<file path="config.mk">
export PLATFORM = sky130hd
export DESIGN_NAME = regfile_access_ctrl
export DESIGN_NICKNAME = d
export VERILOG_FILES = /design/src/rtl/regfile_access_ctrl.sv
export SDC_FILE = /design/constraint.sdc
export NUM_CORES = 1
export LEC_CHECK = 0
export CAP_MARGIN = 20
export CELL_PAD_IN_SITES_DETAIL_PLACEMENT = 2
export CELL_PAD_IN_SITES_GLOBAL_PLACEMENT = 2
export CORE_MARGIN = 2
export CORE_UTILIZATION = 29
export CTS_CLUSTER_SIZE = 20
export DETAILED_ROUTE_END_ITERATION = 8
export PLACE_DENSITY = 0.86
export SYNTH_ARGS = -nofsm -noshare
export SYNTH_HDL_FRONTEND = slang
export SYNTH_SLANG_ARGS = --single-unit
export TNS_END_PERCENT = 10
</file>
<file path="constraint.sdc">
create_clock -name rf_clk -period 4.38 [get_ports rf_clk]
set_clock_uncertainty 0.2 [all_clocks]
set_input_delay 0.876 -clock rf_clk [delete_from_list [all_inputs] [get_ports rf_clk]]
set_output_delay 0.876 -clock rf_clk [all_outputs]
set_load 0.05 [all_outputs]
</file>
<file path="src/rtl/regfile_access_ctrl.sv">
// +-----------------------------------------------------------------------------
// | regfile_access_ctrl: read/writeback/debug arbiter in front of the RV32I
// | register file, with a forwarding write buffer.   Rev 1.0
// +-----------------------------------------------------------------------------
`default_nettype none

module regfile_access_ctrl #(
  parameter int REG_DATA_W = 32,
  parameter int ADDR_WIDTH = 5,
  parameter int WBUF_DEPTH = 2
) (
  input  logic                  rf_clk,
  input  logic                  rf_ares_n,
  input  logic                  rd_req,
  input  logic [ADDR_WIDTH-1:0] rd_rs1,
  input  logic [ADDR_WIDTH-1:0] rd_rs2,
  output logic                  rd_gnt,
  output logic                  rd_vld,
  output logic [REG_DATA_W-1:0] rd_data_a,
  output logic [REG_DATA_W-1:0] rd_data_b,
  input  logic                  wb_valid,
  input  logic [ADDR_WIDTH-1:0] wb_rd,
  input  logic [REG_DATA_W-1:0] wb_data,
  output logic                  wb_ready,
  input  logic                  dbg_req,
  input  logic                  dbg_we,
  input  logic [ADDR_WIDTH-1:0] dbg_addr,
  input  logic [REG_DATA_W-1:0] dbg_wdata,
  output logic                  dbg_ack,
  output logic [REG_DATA_W-1:0] dbg_rdata,
  output logic                  rf_cs,
  output logic                  wr_en,
  output logic [ADDR_WIDTH-1:0] rw_dec,
  output logic [ADDR_WIDTH-1:0] ra_dec,
  output logic [ADDR_WIDTH-1:0] rb_dec,
  output logic [REG_DATA_W-1:0] w_data_in,
  input  logic [REG_DATA_W-1:0] qa_out,
  input  logic [REG_DATA_W-1:0] qb_out
);

  localparam int CNT_W = $clog2(WBUF_DEPTH + 1);

  typedef enum logic [1:0] {
    IDLE   = 2'd0,
    DRAIN  = 2'd1,
    ACCESS = 2'd2,
    ACK    = 2'd3
  } state_t;

  state_t                  state;
  logic [CNT_W-1:0]        count;
  logic [ADDR_WIDTH-1:0]   buf_addr [WBUF_DEPTH];
  logic [REG_DATA_W-1:0]   buf_data [WBUF_DEPTH];
  logic                    dbg_we_q;
  logic [ADDR_WIDTH-1:0]   dbg_addr_q;
  logic [REG_DATA_W-1:0]   dbg_wdata_q;

  logic                    full;
  logic                    push;
  logic                    pop;
  logic [CNT_W-1:0]        count_nxt;
  logic [CNT_W-1:0]        wr_idx;
  logic [REG_DATA_W-1:0]   fwd_a;
  logic [REG_DATA_W-1:0]   fwd_b;

  assign full      = (count == CNT_W'(WBUF_DEPTH));
  assign wb_ready  = (state == IDLE) && !full;
  assign rd_gnt    = (state == IDLE) && !full && rd_req;
  // Writes to x0 complete the handshake but never occupy a slot.
  assign push      = wb_valid && wb_ready && (wb_rd != '0);
  assign pop       = ((state == IDLE) || (state == DRAIN)) && (count != '0) && !rd_gnt;
  assign count_nxt = count + CNT_W'(push) - CNT_W'(pop);
  assign wr_idx    = count - CNT_W'(pop);

  // Entry 0 is the oldest, so a later match in the scan is younger.
  always_comb begin
    fwd_a = qa_out;
    fwd_b = qb_out;
    for (int i = 0; i < WBUF_DEPTH; i++) begin
      if ((CNT_W'(i) < count) && (buf_addr[i] == rd_rs1)) fwd_a = buf_data[i];
      if ((CNT_W'(i) < count) && (buf_addr[i] == rd_rs2)) fwd_b = buf_data[i];
    end
    if (rd_rs1 == '0) fwd_a = '0;
    if (rd_rs2 == '0) fwd_b = '0;
  end

  always_comb begin
    rf_cs     = 1'b0;
    wr_en     = 1'b0;
    rw_dec    = '0;
    ra_dec    = '0;
    rb_dec    = '0;
    w_data_in = '0;
    if (pop) begin
      rf_cs     = 1'b1;
      wr_en     = 1'b1;
      rw_dec    = buf_addr[0];
      w_data_in = buf_data[0];
    end else if (rd_gnt) begin
      rf_cs  = 1'b1;
      ra_dec = rd_rs1;
      rb_dec = rd_rs2;
    end else if (state == ACCESS) begin
      rf_cs = 1'b1;
      if (dbg_we_q) begin
        wr_en     = 1'b1;
        rw_dec    = dbg_addr_q;
        w_data_in = (dbg_addr_q == '0) ? '0 : dbg_wdata_q;
      end else begin
        ra_dec = dbg_addr_q;
      end
    end
  end

  always_ff @(posedge rf_clk or negedge rf_ares_n) begin
    if (!rf_ares_n) begin
      count <= '0;
      for (int i = 0; i < WBUF_DEPTH; i++) begin
        buf_addr[i] <= '0;
        buf_data[i] <= '0;
      end
    end else begin
      count <= count_nxt;
      for (int i = 0; i < WBUF_DEPTH; i++) begin
        if (push && (wr_idx == CNT_W'(i))) begin
          buf_addr[i] <= wb_rd;
          buf_data[i] <= wb_data;
        end else if (pop && (i < WBUF_DEPTH - 1)) begin
          buf_addr[i] <= buf_addr[i+1];
          buf_data[i] <= buf_data[i+1];
        end
      end
    end
  end

  always_ff @(posedge rf_clk or negedge rf_ares_n) begin
    if (!rf_ares_n) begin
      rd_vld    <= 1'b0;
      rd_data_a <= '0;
      rd_data_b <= '0;
    end else begin
      rd_vld <= rd_gnt;
      if (rd_gnt) begin
        rd_data_a <= fwd_a;
        rd_data_b <= fwd_b;
      end
    end
  end

  always_ff @(posedge rf_clk or negedge rf_ares_n) begin
    if (!rf_ares_n) begin
      state       <= IDLE;
      dbg_we_q    <= 1'b0;
      dbg_addr_q  <= '0;
      dbg_wdata_q <= '0;
      dbg_ack     <= 1'b0;
      dbg_rdata   <= '0;
    end else begin
      dbg_ack <= 1'b0;
      case (state)
        IDLE: begin
          if (dbg_req) begin
            dbg_we_q    <= dbg_we;
            dbg_addr_q  <= dbg_addr;
            dbg_wdata_q <= dbg_wdata;
            state       <= DRAIN;
          end
        end
        DRAIN: begin
          // Leave as soon as the buffer is (or becomes) empty this cycle.
          if (count_nxt == '0) state <= ACCESS;
        end
        ACCESS: begin
          if (!dbg_we_q) dbg_rdata <= (dbg_addr_q == '0) ? '0 : qa_out;
          dbg_ack <= 1'b1;
          state   <= ACK;
        end
        default: state <= IDLE;
      endcase
    end
  end

endmodule

`default_nettype wire

</file>
==> reports/results.ini <==
[run]
cap_violations=0

[finish]
multiInputGateArea_um2=4870
design_area_um2=15600
seq_area_um2=5360
fillCellCount=3641
finalNetCount=1472
drive_gt1_share_pct=17.0
area_growth_pct=48.6
final_core_util_pct=43.8
instances_no_fill=1798

[synth]
yosys.area_share.adder_pct=0.714
synth-edff-count=0
synth_mux_area_share_pct=11.7
synth-main-ff-cell=dfrtp_1
netlist_area_um2=10500
synth_top_family_by_area=compound AO/OA/AOI/OAI gates
synthXorXnorAreaFrac_pct=1.92
synth_area_per_cell_um2=10.2
async_flop_share_pct=100
yosysSeqAreaShare_pct=51.0
yosys.area_share.simple_pct=8.39
synth-seq-cells=214
synth_fp_nets=1191
syn_inst=1031
synth-compound-area-share_pct=22.5
synth.distinct_cells=37
synth-warning-count=0

[die]
dieArea_um2=37800
die_y_um=194
core-area_um2=35700
initial_core_util_pct=29.5
die_x_um=194
ioPinCount=303
std_cell_rows=69

[power_and_ir_drop]
clockPowerShare_pct=17.0
power_mw=14.0
sequentialPowerShare_pct=27.0
power_density_nw_per_um2=899
internal_power_mw=7.34
p_comb_share_pct=56.0
ir_drop_mv=0.562
switchingPower_mw=6.69
swShare_pct=47.7
p_leak_nw=6.39

[cts]
cts_setup_buffers=0
cts_max_level=1
cts-root-buf=clkbuf_16
cts_tree=yes
hold_buffers=0
clockBufferDepth=3
clock_latency_ns=0.54
cts.clk_slew.worst_paths_ns=0.06
cts_buffers=28
numClockSinks=214
ctsResizeCount=0

[drt]
drt_iter0_drc=448
vias=9719
wire_per_inst_um=27.0
drc_errors=15
vias_per_cell=5.41
drtAntennaViolNets=0
dr.pass1.iters=7
drt_wl_total_um=48500

[worst_setup_path]
r2r-start=state[0]$_DFFE_PN0P_
critPathCaptureType=output pin
required_ns=3.30
path_class=reg2out
crit_end=w_data_in[24]
cp_max_fo=30
start_kind=flip-flop
crit_arrival_ns=3.02
r2r_end=state[1]$_DFFE_PN0P_
r2r_slack_ns=1.05
crit_path_start=state[0]$_DFFE_PN0P_
rr_worst_depth=12

[sta]
rsz0062_at_grt=false
worstMarginPinSlew_ns=0.834
maxSlewHeadroom_pct=44.4
period_needed_ns=4.10
setup_ws_ns=0.282
finalSetupTns_ns=0
period_share_pct=93.6
hold_viol=0
fmax_ghz=0.244
slew_viol_final=0
whs_ns=0.149
setup_violations=0

[grt]
grt_pass1_wl_um=73600
grt_max_degree=94
grt_pass1_vias=11300
grt_antenna_before_repair=6
gr-total-overflow=0
grt_usage_pct=25.7

[place]
gp_congestion=0.779
dp_slack_ns=0.320
hpwl_um=33500
dp.cells=1742
port_buffers=302
postPlaceCellArea_um2=14600

[hold_path]
hold_path.class=in2async

[status]
outcome=finished, violations left
violations=DRC

[cells in the final DEF, fill, tap and decap left out, drive strengths merged]
master         Yosys  final
inv                6      6
nor4               2      2
nor2              10     10
mux2              76     76
o22ai              1      1
clkinv             0      6
clkdlybuf4s50      0    252
a22oi              1      1
ha                 6      6
o21ai            199    199
nor3               6      6
nand2            168    168
or3                2      2
xnor2              8      8
mux2i             37     37
xor2              15     15
or4                2      2
buf               29     84
bufinv             0      2
or2                2      2
nand2b             3      3
nor4b              1      1
dfrtp            214    214
a21oi              3      3
nor2b              1      1
nand3              3      3
nand4              2      2
a31oi              1      1
clkbuf            56     42
a21boi            64     64
a22o              42     42
a211oi            64     64
diode              0      5
and2               7      7
[cell usage after synthesis, types with 2 or more instances]
library cell,count,area [µm²]
or3_1,2,12.5
a21boi_0,64,480
o21ai_0,190,951
nand2_1,168,631
xor2_1,15,131
buf_1,2,7.51
xnor2_1,8,70.1
or4_1,2,15.0
a22o_1,42,368
nor3_1,5,25.0
and2_1,7,43.8
nand4_1,2,12.5
o21ai_1,9,45.0
buf_2,18,90.1
dfrtp_1,214,5360
buf_6,3,33.8
nand3_1,3,15.0
ha_1,6,75.1
nor4_2,2,25.0
mux2_2,75,845
nand2b_1,3,18.8
a211oi_1,64,480
nor2_1,10,37.5
buf_4,6,45.0
clkbuf_1,56,210
a21oi_1,3,15.0
inv_1,6,22.5
mux2i_1,37,370
[state kept, by name (all words and copies together), names as in the netlist]
name / count
dbg_addr_q: 5
rd_vld: 1
buf_data: 64
dbg_we_q: 1
buf_addr: 10
count: 2
rd_data_b: 32
rd_data_a: 32
dbg_wdata_q: 32
dbg_ack: 1
state: 2
dbg_rdata: 32
[worst max-delay path, cell delays in order, from the launching register on]
cell	delay [ns]
dfrtp_1	0.40
inv_1	0.11
ha_1	0.42
o22ai_1	0.22
a31oi_4	0.32
buf_4	0.50
a22o_1	0.31
buf_12	0.16
[logic make-up (layout without fill, tap and decap cells)]
logic type / count (synthesis) / count (layout)
compound gates: 375 / 375
flops: 214 / 214
simple gates: 209 / 209
other cells: 0 / 5
xor+xnor: 23 / 23
buf+inv: 91 / 392
fa+ha+maj: 6 / 6
mux: 113 / 113
[power groups by stage]
| stage | Sequential, mW | Clock [mW] | Combinational [mW] |
|---|---|---|---|
| floorplan | 4.87 | 0 | 3.22 |
| CTS | 3.79 | 2.43 | 7.89 |
| finish | 3.79 | 2.38 | 7.86 |
| detailed placement | 3.81 | 0 | 7.82 |
| global route | 3.91 | 2.51 | 8.28 |
| global placement | 3.73 | 0 | 7.51 |
[worst min path at each step]
stage | endpoint | slack, ns | depth (start not counted)
after floorplan | dbg_wdata_q[15]$_DFFE_PN0P_ | 0.28 | 1
after global placement | rd_data_a[20]$_DFFE_PN0N_ | 0.26 | 2
after detailed placement | rd_data_b[4]$_DFFE_PN0N_ | 0.27 | 2
after CTS | buf_addr[0]$_DFFE_PN0P_ | 0.20 | 1
after global routing | dbg_addr_q[4]$_DFFE_PN0P_ | 0.21 | 1
final | dbg_addr_q[2]$_DFFE_PN0P_ | 0.15 | 1
[final cells by class]
| class | count | share of cell area, % |
|---|---|---|
| inverter | 6 | 0.144 |
| timing repair buffer | 336 | 24.5 |
| antenna | 5 | 0.0801 |
| clock buffer | 42 | 5.54 |
| multi-input combinational | 726 | 31.2 |
| clock inverter | 8 | 0.577 |
| tap | 461 | 3.69 |
| sequential | 214 | 34.3 |
[layer usage]
metal  vias up  routed length (µm)  global-route usage (%)
met4         0                1570                    8.43
li1       4259                   -                       -
met5         -                   0                       0
met3        83                2370                    4.72
met2       291               24700                    45.8
met1      5086               19900                    31.2
Power figures use the tool's default switching activity.
